<file path="src/rtl/serial_rx_param.sv">
// Parametrised serial receiver: mid-bit sampling, configurable parity/stop bits,
// false-start rejection, framing-error recovery and a valid/ready holding register.
module serial_rx_param #(
   parameter int DATA_BITS    = 8,
   parameter int PARITY_MODE  = 1,
   parameter int STOP_BITS    = 1,
   parameter int CLKS_PER_BIT = 1,
   parameter int DROP_BAD     = 0
) (
   input  logic                 clk,
   input  logic                 rst,
   input  logic                 i_data,
   input  logic                 i_ready,
   output logic [DATA_BITS-1:0] o_data,
   output logic                 o_valid,
   output logic                 o_parity_err,
   output logic                 o_frame_err,
   output logic                 o_overrun,
   output logic                 o_busy
);

   localparam int TW = (CLKS_PER_BIT > 1) ? $clog2(CLKS_PER_BIT) : 1;
   localparam int CW = $clog2(DATA_BITS);

   localparam logic [TW-1:0] T_FULL    = TW'(CLKS_PER_BIT - 1);
   localparam logic [TW-1:0] T_HALF    = (CLKS_PER_BIT > 1) ? TW'(CLKS_PER_BIT / 2 - 1) : '0;
   localparam logic [CW-1:0] LAST_DATA = CW'(DATA_BITS - 1);
   localparam logic [CW-1:0] LAST_STOP = CW'(STOP_BITS - 1);
   localparam bit            KEEP_BAD  = (DROP_BAD == 0);
   localparam bit            HAS_PAR   = (PARITY_MODE != 0);
   localparam bit            ODD_PAR   = (PARITY_MODE == 1);

   // Valid/ready: a word transfers on any rising edge where o_valid=1 and i_ready=1;
   // o_data is stable while o_valid=1 and i_ready=0.

   typedef enum logic [2:0] {
      S_IDLE,
      S_START,
      S_DATA,
      S_PARITY,
      S_STOP,
      S_WAIT_IDLE
   } state_t;

   state_t               state;
   state_t               state_next;

   logic [TW-1:0]        timer;
   logic [CW-1:0]        bit_cnt;
   logic [DATA_BITS-1:0] shift_reg;
   logic                 par_err_q;
   logic                 stop_err_q;

   logic                 tick;
   logic                 commit;
   logic                 par_bad;
   logic                 bad_frame;
   logic                 want_load;
   logic                 can_load;

   assign tick = (timer == '0);

   // State register
   always_ff @(posedge clk) begin
      if (rst) begin
         state <= S_IDLE;
      end else begin
         state <= state_next;
      end
   end

   // Next-state logic
   always_comb begin
      state_next = state;
      case (state)
         S_IDLE: begin
            if (!i_data) begin
               state_next = (CLKS_PER_BIT == 1) ? S_DATA : S_START;
            end
         end
         S_START: begin
            if (tick) begin
               state_next = i_data ? S_IDLE : S_DATA;
            end
         end
         S_DATA: begin
            if (tick && (bit_cnt == LAST_DATA)) begin
               state_next = HAS_PAR ? S_PARITY : S_STOP;
            end
         end
         S_PARITY: begin
            if (tick) begin
               state_next = S_STOP;
            end
         end
         S_STOP: begin
            if (tick && (bit_cnt == LAST_STOP)) begin
               // A low final stop bit may be a break; wait for the line to go idle.
               state_next = i_data ? S_IDLE : S_WAIT_IDLE;
            end
         end
         S_WAIT_IDLE: begin
            if (i_data) begin
               state_next = S_IDLE;
            end
         end
         default: state_next = S_IDLE;
      endcase
   end

   // Output/decode logic
   always_comb begin
      o_busy    = (state != S_IDLE);
      commit    = (state == S_STOP) && tick && (bit_cnt == LAST_STOP);
      par_bad   = ODD_PAR ? ~(^shift_reg ^ i_data) : (^shift_reg ^ i_data);
      bad_frame = par_err_q | stop_err_q | ~i_data;
      want_load = KEEP_BAD | ~bad_frame;
      can_load  = ~o_valid | i_ready;
   end

   // Bit timer, bit counter, shifter and per-frame error accumulators
   always_ff @(posedge clk) begin
      if (rst) begin
         timer      <= '0;
         bit_cnt    <= '0;
         shift_reg  <= '0;
         par_err_q  <= 1'b0;
         stop_err_q <= 1'b0;
      end else begin
         case (state)
            S_IDLE: begin
               if (!i_data) begin
                  timer      <= T_HALF;
                  bit_cnt    <= '0;
                  par_err_q  <= 1'b0;
                  stop_err_q <= 1'b0;
               end
            end
            S_START, S_DATA, S_PARITY, S_STOP: begin
               timer <= tick ? T_FULL : timer - 1'b1;
            end
            default: ;
         endcase

         if (tick) begin
            case (state)
               S_DATA: begin
                  shift_reg <= {i_data, shift_reg[DATA_BITS-1:1]};
                  bit_cnt   <= (bit_cnt == LAST_DATA) ? '0 : bit_cnt + 1'b1;
               end
               S_PARITY: begin
                  par_err_q <= par_bad;
               end
               S_STOP: begin
                  bit_cnt <= bit_cnt + 1'b1;
                  if (!i_data) begin
                     stop_err_q <= 1'b1;
                  end
               end
               default: ;
            endcase
         end
      end
   end

   // Holding register and one-cycle status pulses
   always_ff @(posedge clk) begin
      if (rst) begin
         o_data       <= '0;
         o_valid      <= 1'b0;
         o_parity_err <= 1'b0;
         o_frame_err  <= 1'b0;
         o_overrun    <= 1'b0;
      end else begin
         o_parity_err <= commit & par_err_q;
         o_frame_err  <= commit & (stop_err_q | ~i_data);
         o_overrun    <= commit & want_load & ~can_load;
         if (commit && want_load && can_load) begin
            o_data  <= shift_reg;
            o_valid <= 1'b1;
         end else if (o_valid && i_ready) begin
            o_valid <= 1'b0;
         end
      end
   end

endmodule

</file>
<file path="config.mk">
export PLATFORM = sky130hd
export DESIGN_NAME = serial_rx_param
export DESIGN_NICKNAME = d
export VERILOG_FILES = /design/src/rtl/serial_rx_param.sv
export SDC_FILE = /design/constraint.sdc
export NUM_CORES = 1
export LEC_CHECK = 0
export CAP_MARGIN = 20
export CELL_PAD_IN_SITES_DETAIL_PLACEMENT = 2
export CELL_PAD_IN_SITES_GLOBAL_PLACEMENT = 2
export CORE_AREA = 2 2 63 65
export DETAILED_ROUTE_END_ITERATION = 16
export DIE_AREA = 0 0 65 67
export PLACE_DENSITY_LB_ADDON = 0.12
export SLEW_MARGIN = 20
export SYNTH_ARGS = -nofsm -noshare
export SYNTH_HDL_FRONTEND = slang
export SYNTH_SLANG_ARGS = --single-unit
</file>
<file path="constraint.sdc">
create_clock -name clk -period 2.37 [get_ports clk]
set_input_delay 0.474 -clock clk [delete_from_list [all_inputs] [get_ports clk]]
set_output_delay 0.474 -clock clk [all_outputs]
set_load 0.05 [all_outputs]
</file>
# Word-level counts from Yosys, hierarchy flattened

Index checks and enable logic that the tools add are counted.

Register bits: 29
Input port bits: 4
Output and inout port bits: 13

Add/sub/neg operators: 2
Equal/unequal tests: 12
Multiplexer cells: 28
Bitwise logic cells: 11
Reduce and logical (&&, ||, !) cells: 16

Operator list:

| cell                  | count |
|---|---|
| $mux W3               | 11 |
| $pmux W3 S6           | 1 |
| $mux W1               | 13 |
| $ne A2 B2 Y1 const B  | 6 |
| $eq A3 B3 Y1 const B  | 3 |
| $reduce_xor A8 Y1     | 1 |
| $eq A3 B2 Y1 const B  | 2 |
| $logic_and A1 B1 Y1   | 6 |
| $logic_not A3 Y1      | 2 |
| $pmux W3 S2           | 1 |
| $reduce_and A6 Y1     | 1 |
| $not A1 Y1            | 5 |
| $reduce_and A2 Y1     | 2 |
| $reduce_bool A2 Y1    | 2 |
| $reduce_or A4 Y1      | 1 |
| $add A3 B1 Y3 const B | 1 |
| $and A1 B1 Y1         | 3 |
| $eq A3 B1 Y1 const B  | 1 |
| $reduce_bool A3 Y1    | 1 |
| $mux W2               | 1 |
| $or A1 B1 Y1          | 2 |
| $pmux W1 S2           | 1 |
| $sub A1 B1 Y1 const B | 1 |
| $xor A1 B1 Y1         | 1 |

# Longest topological paths before layout

Depth after elaboration: 5
Gate-level depth with buffers: 6
Depth with buffers taken out: 6

# Worst setup path after synthesis

Ideal clock, no wire load.

Kind: flip-flop to output port
Start point: register state[0]
End point: output o_busy
Data arrival time: 1.085 ns
Required time: 1.896 ns
Path slack: 0.811 ns
Cell stages (with the launch flop): 3
Path through: dfxtp_1 buf_2 or3_1

Word-level cells in the longest chain between the ends: 1

Ends and longest elaborated chain:

| what                   | RTL line | text |
|---|---|---|
| from (decl)            | 45       | `state_t state;` |
| from (signal assigned) | 68       | `state <= state_next;` |
| $reduce_bool A3 Y1     | 113      | `o_busy = (state != S_IDLE);` |
| to (decl)              | 19       | `output logic o_busy` |

Every way passes these cells.

# Worst setup path after layout

Start point: register o_data[0]
End point: output o_data[0]

RTL lines:

| what                   | RTL line | text |
|---|---|---|
| from (decl)            | 14       | `output logic [DATA_BITS-1:0] o_data,` |
| from (signal assigned) | 179      | `o_data <= shift_reg;` |

No word-level cell between the ends.

==> metrics list <==
* Global-route wire length before repair: 4770 µm
- Total Routing Usage GR: between 10 and 15%
- Post-CTS setup-driven buffer insertion count: 0
- Along the worst path, the maximum fanout reaches 2.
* Data arrival time of the worst path: 1420 ps
* Critical setup path kind: reg2out
* GPL Wtd Cong: 0.722
* Area of the core: 0.00361 mm²
* Clock tree root buffer cell: sky130_fd_sc_hd__clkbuf_8
- Synthesis handed over a netlist of 126 instances.
* Warning count from the yosys run: 0
- Average wire per standard cell: 14.6 µm
* Worst path top cell family by delay: buffers and inverters
- Cells resized by post-CTS repair: 0
* Adder and majority gate portion of the synthesized area: 3.08%
- Share of post-route cells with drive strength above 1: between 6 and 7%
- Netlist Area Pre-Place: 0.00122 mm²
* Placed wire-length estimate after detailed placement: roughly 2000 µm
- In this run the tool buffered the top-level ports with 16 buffer cells.
* Sum of buffers and inverters on the critical path: 1
- Proportion of netlist area held by the largest area contributor: 45.9%
* Pins over their slew limit: 0
- Setup repair after global routing left no endpoint under its margin.
- Of the total synthesized cell area, the portion taken by XOR and XNOR cells is 6.15%.
- Dominant cell type by area after synthesis: sky130_fd_sc_hd__dfxtp_1
* Die area: approximately 0.0044 mm²
- Initial Utilization: 33.8%
* Count of final hold-check violations: 0
* Combinational family with the most area after synthesis: simple AND/OR/NAND/NOR gates
- The signal on the critical path passes through clkdlybuf4s50_1.
- Vias in the first global route: 983
* P per Cell Area: 587 mW/mm²
- Buffers inserted to repair hold after CTS numbered 0.
* Final cycle utilization of the critical path: 80.0%
* Largest vdd supply drop: between 0.2 and 0.25 mV
- Summing the areas of all compound-gate instances in the mapped netlist gives 9.64% of the synthesized area.
- Across the routed clock network, the largest skew measured is 3.22 ps.
- Number of DRC markers in iteration 0: 23
- Relative to the synthesized area, the layout overhead comes to 20.5%.
- Share of the yosys chip area belonging to registers: 45.9%
- The flow ran to the end, and the final reports show no timing, DRC or antenna violations.
- Setup TNS Final: 0 ps
* Leading cell types in the layout, fill and taps excluded: sky130_fd_sc_hd__dfxtp_1 (28), sky130_fd_sc_hd__nor2_1 (26), sky130_fd_sc_hd__mux2i_1 (17)
- Antenna fix cells: 0
- Vias after detailed routing: 920
* Category of the worst setup path capture point: output port
- Data required time of the critical path: 1900 ps
* Clock slew seen by the registers of the worst setup and hold paths: 90 ps
* Leading cell type in the layout, fill and taps excluded: sky130_fd_sc_hd__dfxtp_1
- Clock insertion delay at the later pin of the skew report: 270 ps
- The die is 67 µm tall.
- Clock tree from TritonCTS: built
- # DRC: 0
- Post-layout minimum cycle time: 1900 ps
- Slowest cell delay on critical path: roughly 800 ps
- Maximum achievable frequency: 527 MHz
- After synthesis, the cell types taking the most area are sky130_fd_sc_hd__dfxtp_1 (46%), sky130_fd_sc_hd__mux2i_1 (14%), sky130_fd_sc_hd__nor2_1 (8.0%).
- Via-per-instance ratio: between 4 and 5
- The tool flagged a number of max-cap violations equal to 0.
* Overall power of the completed layout: 863 µW
- Timing analysis after detailed placement gives a worst setup slack of roughly 240 ps.
- Number of buffers created by CTS: 3
- CTS saw 28 sinks.
- The longest clock path from root to sink contains 2 buffers.
- Highest-delay cell along the critical path: sky130_fd_sc_hd__clkdlybuf4s50_1
* Drt pass-1 iters: 4
- Worst setup SP type: flop
- The tightest min-delay check is of the reg2reg type.
- Multiplexer area fraction after synthesis: about 14%
- Counting every net in the synthesized netlist gives between 100 and 150.
* Worst path setup slack after routing: 473 ps
* Post-layout nets: 149
* Maximum number of pins on one net before global-route repair: 16
- Routed wire length: 2760 µm
- Top-level port count: 17
- In this run the number of H-tree levels came out at 1.
- Transition time at the pin with the least slew margin: 549 ps
- In this run the static leakage power is 0.604 nW.
- Cell Rows: 22
- Die boundary width: roughly 65 µm
- For this run the aggregate overflow at the end of global routing stands at 0.
* Simple-Gate Fraction of Synth Area: 16.9%
- Setup violations remaining at the end of the flow were counted as 0.
* Number of routed nets with antenna violations: 0
- Post-synthesis sequential element count: 28
* Mean instance size in the synthesized netlist: around 9.7 µm²
- The initial antenna violation count is 0.
- Slew Limit Headroom: 62.5%
- Number of distinct standard cells referenced by the synthesized netlist: 32
==> power breakdown <==
part           leakage, nW  total (mW)  switching [mW]  internal [mW]
logic                0.349      0.0827          0.0468         0.0359
clock network       0.0288       0.292           0.143          0.149
registers            0.226       0.488          0.0121          0.476
==> worst paths after layout <==
kind              from   endpoint  slack (ps)  cells past startpoint
min               flop       flop         500                      2
min reg2reg       flop       flop         500                      2
max reg2reg       flop  o_data[5]         630                      6
max          o_data[0]  o_data[0]         470                      1
==> cell families after synthesis <==
| logic type | Yosys count |
|---|---|
| DFF | 28 |
| AOI/OAI and AO/OA | 17 |
| muxes | 17 |
| xor gates and xnor gates | 7 |
| buffers and inverters | 11 |
| and+or+nand+nor | 43 |
| adders and majority gates | 3 |
==> layout make-up <==
cell class / instances / area, µm²
multi-input combinational: 87 / 607
sequential: 28 / 561
timing repair buffer: 18 / 173
inverter: 4 / 15.0
clock buffer: 4 / 55.1
tap: 48 / 60.1
fill: 404 / 2140
==> worst register-to-register path, cell delays in order (launching register included) <==
cell and delay (ps):
sky130_fd_sc_hd__dfxtp_1 340, sky130_fd_sc_hd__inv_1 70, sky130_fd_sc_hd__ha_1 130, sky130_fd_sc_hd__nor2b_1 330, sky130_fd_sc_hd__nand4_2 400, sky130_fd_sc_hd__mux2i_1 280, sky130_fd_sc_hd__nor2_1 60
==> routing by layer <==
metal / global-route usage [%] / vias to the layer above / part of all wire, %
met1: 17.5 / 451 / 47
met3: 2.87 / 2 / 1.9
met5: 0 / - / 0
met4: 6.65 / 0 / 0.62
li1: - / 461 / -
met2: 25.4 / 6 / 51
==> Yosys cell counts <==
cell,instances
sky130_fd_sc_hd__dfxtp_1,28
sky130_fd_sc_hd__nor2_1,26
sky130_fd_sc_hd__mux2i_1,17
sky130_fd_sc_hd__nor3_1,5
sky130_fd_sc_hd__xnor2_1,5
sky130_fd_sc_hd__inv_1,4
sky130_fd_sc_hd__a21oi_1,3
sky130_fd_sc_hd__buf_2,3
sky130_fd_sc_hd__ha_1,3
sky130_fd_sc_hd__nand2b_1,3
sky130_fd_sc_hd__nor2b_1,3
sky130_fd_sc_hd__a22oi_1,2
sky130_fd_sc_hd__buf_1,2
sky130_fd_sc_hd__o21a_1,2
sky130_fd_sc_hd__o21ai_0,2
sky130_fd_sc_hd__o31ai_1,2
sky130_fd_sc_hd__a2111oi_0,1
sky130_fd_sc_hd__a211o_1,1
sky130_fd_sc_hd__a211oi_1,1
sky130_fd_sc_hd__a31oi_1,1
sky130_fd_sc_hd__a32oi_1,1
sky130_fd_sc_hd__buf_6,1
sky130_fd_sc_hd__clkbuf_1,1
sky130_fd_sc_hd__nand2_1,1
sky130_fd_sc_hd__nand3_1,1
sky130_fd_sc_hd__nand4_2,1
sky130_fd_sc_hd__nor2_4,1
sky130_fd_sc_hd__nor3b_1,1
sky130_fd_sc_hd__o211ai_1,1
sky130_fd_sc_hd__or3_1,1
sky130_fd_sc_hd__xnor3_1,1
sky130_fd_sc_hd__xor2_1,1
==> through the flow <==
step / instances / hold WS [ps] / utilization (%) / area, µm²
detailed placement: 185 / 492 / 39.2 / 1420
CTS: 189 / 507 / 40.8 / 1470
global route: 189 / 533 / 40.8 / 1470
finish: 189 / 498 / 40.8 / 1470
global placement: 185 / 464 / 39.2 / 1420
floorplan: 126 / 450 / - / 1220
No activity file was read; power rests on OpenSTA's default activity.
